--- src/rtl/wb_arbiter_2m.sv ---
// Two-master, one-slave Wishbone arbiter with round-robin grant held for a full cyc,
// and a watchdog that aborts a strobe the slave never acknowledges.
module wb_arbiter_2m #(
  parameter int ADDR_W  = 36,
  parameter int DATA_W  = 32,
  parameter int TIMEOUT = 255
) (
  input  logic                  clk,
  input  logic                  rst,

  input  logic                  m0_cyc_i,
  input  logic                  m0_stb_i,
  input  logic                  m0_we_i,
  input  logic [ADDR_W-1:0]     m0_adr_i,
  input  logic [DATA_W/8-1:0]   m0_sel_i,
  input  logic [DATA_W-1:0]     m0_dat_i,
  output logic [DATA_W-1:0]     m0_dat_o,
  output logic                  m0_ack_o,
  output logic                  m0_err_o,

  input  logic                  m1_cyc_i,
  input  logic                  m1_stb_i,
  input  logic                  m1_we_i,
  input  logic [ADDR_W-1:0]     m1_adr_i,
  input  logic [DATA_W/8-1:0]   m1_sel_i,
  input  logic [DATA_W-1:0]     m1_dat_i,
  output logic [DATA_W-1:0]     m1_dat_o,
  output logic                  m1_ack_o,
  output logic                  m1_err_o,

  output logic                  s_cyc_o,
  output logic                  s_stb_o,
  output logic                  s_we_o,
  output logic [ADDR_W-1:0]     s_adr_o,
  output logic [DATA_W/8-1:0]   s_sel_o,
  output logic [DATA_W-1:0]     s_dat_o,
  input  logic [DATA_W-1:0]     s_dat_i,
  input  logic                  s_ack_i,

  output logic [1:0]            gnt_o,
  output logic [3:0]            dbg_state_o
);

  typedef enum logic [3:0] {
    S_IDLE  = 4'b0001,
    S_GNT0  = 4'b0010,
    S_GNT1  = 4'b0100,
    S_ABORT = 4'b1000
  } state_t;

  localparam logic [15:0] TO_VAL = 16'(TIMEOUT);
  localparam bit          WD_EN  = (TIMEOUT != 0);

  state_t      state_q, state_d;
  logic        last_q, last_d;
  logic [15:0] cnt_q, cnt_d;
  logic        wd_hit;
  logic        granted;

  // The unacked strobe in progress this cycle is the one that brings the count to TIMEOUT.
  assign wd_hit = WD_EN && (({1'b0, cnt_q} + 17'd1) >= {1'b0, TO_VAL});

  // Read data is broadcast ungated; ack qualifies it.
  assign m0_dat_o    = s_dat_i;
  assign m1_dat_o    = s_dat_i;
  assign dbg_state_o = state_q;

  always_ff @(posedge clk) begin
    if (rst) begin
      state_q <= S_IDLE;
      last_q  <= 1'b1;
      cnt_q   <= '0;
    end else begin
      state_q <= state_d;
      last_q  <= last_d;
      cnt_q   <= cnt_d;
    end
  end

  always_comb begin
    state_d  = state_q;
    last_d   = last_q;
    cnt_d    = cnt_q;
    granted  = 1'b0;
    gnt_o    = 2'b00;
    s_cyc_o  = 1'b0;
    s_stb_o  = 1'b0;
    s_we_o   = 1'b0;
    s_adr_o  = '0;
    s_sel_o  = '0;
    s_dat_o  = '0;
    m0_ack_o = 1'b0;
    m0_err_o = 1'b0;
    m1_ack_o = 1'b0;
    m1_err_o = 1'b0;

    case (state_q)
      S_IDLE: begin
        if (m0_cyc_i && m1_cyc_i) begin
          if (last_q) begin
            state_d = S_GNT0;
            last_d  = 1'b0;
          end else begin
            state_d = S_GNT1;
            last_d  = 1'b1;
          end
        end else if (m0_cyc_i) begin
          state_d = S_GNT0;
          last_d  = 1'b0;
        end else if (m1_cyc_i) begin
          state_d = S_GNT1;
          last_d  = 1'b1;
        end
      end

      S_GNT0: begin
        granted  = 1'b1;
        gnt_o    = 2'b01;
        s_cyc_o  = m0_cyc_i;
        s_stb_o  = m0_stb_i;
        s_we_o   = m0_we_i;
        s_adr_o  = m0_adr_i;
        s_sel_o  = m0_sel_i;
        s_dat_o  = m0_dat_i;
        m0_ack_o = s_ack_i;
        if (!m0_cyc_i) begin
          state_d = S_IDLE;
        end else if (m0_stb_i && !s_ack_i && wd_hit) begin
          m0_err_o = 1'b1;
          state_d  = S_ABORT;
        end
      end

      S_GNT1: begin
        granted  = 1'b1;
        gnt_o    = 2'b10;
        s_cyc_o  = m1_cyc_i;
        s_stb_o  = m1_stb_i;
        s_we_o   = m1_we_i;
        s_adr_o  = m1_adr_i;
        s_sel_o  = m1_sel_i;
        s_dat_o  = m1_dat_i;
        m1_ack_o = s_ack_i;
        if (!m1_cyc_i) begin
          state_d = S_IDLE;
        end else if (m1_stb_i && !s_ack_i && wd_hit) begin
          m1_err_o = 1'b1;
          state_d  = S_ABORT;
        end
      end

      S_ABORT: begin
        // last_q still names the aborted master; wait for it to let go.
        if (!(last_q ? m1_cyc_i : m0_cyc_i)) state_d = S_IDLE;
      end

      default: state_d = S_IDLE;
    endcase

    if (!granted || state_d != state_q || !s_stb_o || s_ack_i) begin
      cnt_d = '0;
    end else if (cnt_q != 16'hFFFF) begin
      cnt_d = cnt_q + 16'd1;
    end
  end

  a_gnt_onehot0: assert property (@(posedge clk) disable iff (rst) $onehot0(gnt_o));
  a_state_onehot: assert property (@(posedge clk) disable iff (rst) $onehot(state_q));
  a_err_exclusive: assert property (@(posedge clk) disable iff (rst)
                                    !(m0_err_o && m1_err_o));

endmodule

--- config.mk ---
export PLATFORM = sky130hd
export DESIGN_NAME = wb_arbiter_2m
export DESIGN_NICKNAME = d
export VERILOG_FILES = /design/src/rtl/wb_arbiter_2m.sv
export SDC_FILE = /design/constraint.sdc
export NUM_CORES = 1
export LEC_CHECK = 0
export BUFFER_PORTS_ARGS = -buffer_cell sky130_fd_sc_hd__clkbuf_2
export CAP_MARGIN = 20
export CORE_AREA = 2 2 128 130
export CTS_BUF_LIST = sky130_fd_sc_hd__clkbuf_8
export CTS_CLUSTER_SIZE = 30
export DETAILED_ROUTE_END_ITERATION = 10
export DIE_AREA = 0 0 130 132
export PLACE_DENSITY_LB_ADDON = 0.05
export SETUP_SLACK_MARGIN = 0.1
export SLEW_MARGIN = 10
export SYNTH_ARGS = -nofsm -noshare
export SYNTH_HDL_FRONTEND = slang
export SYNTH_SLANG_ARGS = --single-unit
--- constraint.sdc ---
create_clock -name clk -period 2 [get_ports clk]
set_clock_uncertainty 0.05 [all_clocks]
set_input_delay 0.3 -clock clk [delete_from_list [all_inputs] [get_ports clk]]
set_output_delay 0.3 -clock clk [all_outputs]
set_load 0.01 [all_outputs]
==> metrics.md <==
| Metric | Value |
|---|---|
| FF-to-FF path depth | `11` |
| Share of total power in the clock network | `20.5%` |
| CP Cell Sequence | `ha_4 > nand3_4 > nor3_4 > mux2_4 > a2111oi_4 > and2_4 > nor3_2 > clkbuf_2` |
| GRT Resource Usage Total | `14.4%` |
| RSZ-0062 raised after global routing | `yes` |
| Crit path max-delay cell type | `dfxtp_4` |
| Die width | `between 100 and 150 um` |
| Final Cell Area | `roughly 5100 um2` |
| Tcrit/Tclk final | `122%` |
| Clk sinks | `21` |
| Peak supply drop | `0.151 mV` |
| Launching point of the worst reg2reg path | `cnt_q[0]` |
| Post-Route WL | `between 10000 and 15000 um` |
| Register area share after synthesis | `between 15 and 20%` |
| Reg clk slew, reported paths | `~80 ps` |
| DP HPWL | `a little under 10000 um` |
| Number of core rows | `46` |
| Fmax | `around 400 MHz` |
| Antenna-violating nets left | `0` |
| DRC errors left | `0` |
| H-tree lvl count | `1` |
| Setup crit end | `m1_err_o` |
| Pre-Repair DR Iteration Count | `4` |
| Vias per cell | `4.17` |
| Register share of total power | `roughly a third` |
| Critical Path Start | `cnt_q[1]` |
| Crit path time final | `about 2400 ps` |
| Switch Pwr | `423 uW` |
| DP Area | `3880 um2` |
| Antenna diodes | `0` |
| Crit path max fanout | `4` |
| Fin util | `~33%` |
| Starting density of the core | `between 15 and 20%` |
| Post-Syn Instances | `289` |
| Filler cells | `1656` |
| Pleak | `about 0.0026 uW` |
| FF/Latch Area | `435 um2` |
| Area grow syn2layout | `107%` |
| Die ar. | `about 17000 um2` |
| Hold buffers post-CTS | `0` |
| CP Launch Type | `flop` |
| CTS root buffer | `clkbuf_8` |
| Wire per inst | `~17 um` |
| Netlist Area Pre-Place | `between 2000 and 2500 um2` |
| Switching share of power | `30.6%` |
| Gpl congestion | `0.761` |
| Critical path arrival | `2100 ps` |
| Req. time, crit path | `~1700 ps` |
| Pwr dens | `269 nW/um2` |
| Vias post-DR | `3205` |
| First-pass GRT wire length | `about 19000 um` |
| R2R Path End | `cnt_q[3]` |
| Cts bufs inserted | `3` |
| Setup Viol. Count Final | `90` |
| Status | `finished, violations left` |
| Internal power | `between 900 and 1000 uW` |
| Max Slew Vio Count | `0` |
| Count of warnings emitted by yosys | `0` |
| Stages on worst setup path | `8` |
| Flop2flop setup slack | `-210 ps` |
| Crit path max-delay family | `simple AND/OR/NAND/NOR gates` |
| Failing checks | `setup timing` |
| Worst-Skew Late Latency | `roughly 260 ps` |
| Yosys cell types | `52` |
| Proportion of layout cells with a drive suffix above 1 | `70.8%` |
| Commonest non-fill, non-tap cells in the layout | `clkbuf_2, a22o_1, buf_2` |
| Crit. End Element | `primary output` |
| Final setup TNS | `-11250 ps` |
| Mapped Avg Cell Area | `8.62 um2` |
| Synth Register Bits | `21` |
| Io pins | `approximately 330` |
| Number of buffers and inverters on the critical path | `1` |
| Die H | `~130 um` |
| GR Overflow Total | `0` |
| Max-cap check violation count | `0` |
| Crit Path Class | `reg2out` |
| Antenna violations before repair | `0` |
| Area of the multi-input gates | `around 1700 um2` |
| DR iter-0 viols | `around 110` |
| Vias in the first global route | `between 3000 and 4000` |
| CP peak stage delay | `roughly 380 ps` |
| Final worst slack | `-445 ps` |
| Maximum root-to-sink buffer count | `2` |
| Most common cell after layout, fill and taps aside | `clkbuf_2` |
| IO buf count | `about 240` |
| Comb power frac | `a little under half` |
| Layout Nets | `740` |
| TritonCTS clock tree | `built` |
| Largest net degree at the start of global routing | `16` |
| Total core area | `about 16000 um2` |
| Hold Violations, Final | `0` |
| Min-delay worst type | `in2reg` |
[layer usage]
metal | part of all wire [%] | vias to the layer above | GRT usage, % | wire length, um
li1 | - | 1555 | - | -
met1 | 39 | 1500 | 17.3 | 5010
met2 | 53 | 142 | 25.7 | 6880
met3 | 6.7 | 8 | 3.21 | 858
met4 | 1.2 | 0 | 3.41 | 153
met5 | 0 | - | 0 | 0
[repair_timing]
action	in CTS	in global routing
pin swaps	69	23
endpoints found under the setup margin	92	92
buffers inserted	31	12
gates resized for setup	72	113
gates cloned	16	1
[area by class of cell]
class                           count  area share (%)
Inverter                            5           0.365
Clock inverter                      1          0.0973
Tap cell                          216            5.25
Timing Repair Buffer              337            52.7
Multi-Input combinational cell    185            32.4
Sequential cell                    21            8.46
Clock buffer                        3           0.803
[how the worst min path moves through the flow]
stage	from	to	cells past startpoint	slack [ps]
global placement	last_q	last_q	1	470
detailed placement	last_q	last_q	1	460
floorplan	rst	dbg_state_o[1]	1	320
finish	rst	dbg_state_o[1]	2	230
global route	rst	dbg_state_o[1]	2	230
CTS	rst	dbg_state_o[1]	2	220
[registers in the layout, summed over array words and instances, names as in the netlist]
register / count
cnt_q: 16
last_q: 1
dbg_state_o: 4
[stage by stage]
step | total power [uW] | worst slack, ps | cells | hold WS (ps)
after global placement | 952 | -221 | 713 | 468
after detailed placement | 947 | -237 | 713 | 460
after floorplan | 782 | -169 | 296 | 321
after global routing | 1470 | -556 | 768 | 231
final | 1380 | -445 | 768 | 226
after CTS | 1390 | -487 | 762 | 220
[kinds of logic (layout without fill, tap and decap cells)]
group,count (synthesis),after routing,share of synthesized area (%)
AOI/OAI and AO/OA,101,101,36.2
xor gates and xnor gates,9,9,3.17
adders and majority gates,2,2,1.00
buffers and inverters,90,346,23.6
DFF,21,21,16.9
muxes,3,3,1.31
other,1,8,0.151
and+or+nand+nor,62,62,17.7
[cells in the mapped netlist, drive strengths merged]
cell	count	area, um2
nand2b	2	12.5
nor4	1	12.5
a22oi	3	41.3
nand2	11	41.3
nor2	7	26.3
a22o	74	648
and3b	1	8.76
and2	6	40.0
nor3b	3	22.5
a311o	2	20.0
a221o	1	10.0
or3b	1	8.76
nand3	6	52.6
nor3	8	71.3
xnor2	6	52.6
nand4	6	37.5
ha	2	25.0
a2111oi	2	55.1
or3	2	17.5
nand3b	1	7.51
o22ai	1	6.26
nor4b	3	53.8
mux2	2	22.5
or4	1	7.51
and2b	1	7.51
o221a	1	11.3
a211oi	5	42.5
dfxtp	21	420
conb	1	3.75
o21ai	7	35.0
a21oi	3	15.0
o21bai	1	7.51
o2111ai	1	8.76
inv	5	18.8
clkbuf	6	22.5
buf	79	546
mux2i	1	10.0
xor2	3	26.3
and3	2	13.8
[power by group through the flow]
stage	sequential (uW)	combinational, uW	clock (uW)
2_1_floorplan	459	322	0
5_1_grt	460	692	320
4_1_cts	459	630	306
3_5_place_dp	465	482	0
6_report	457	641	283
3_3_place_gp	467	485	0
Power figures use the tool's default switching activity.
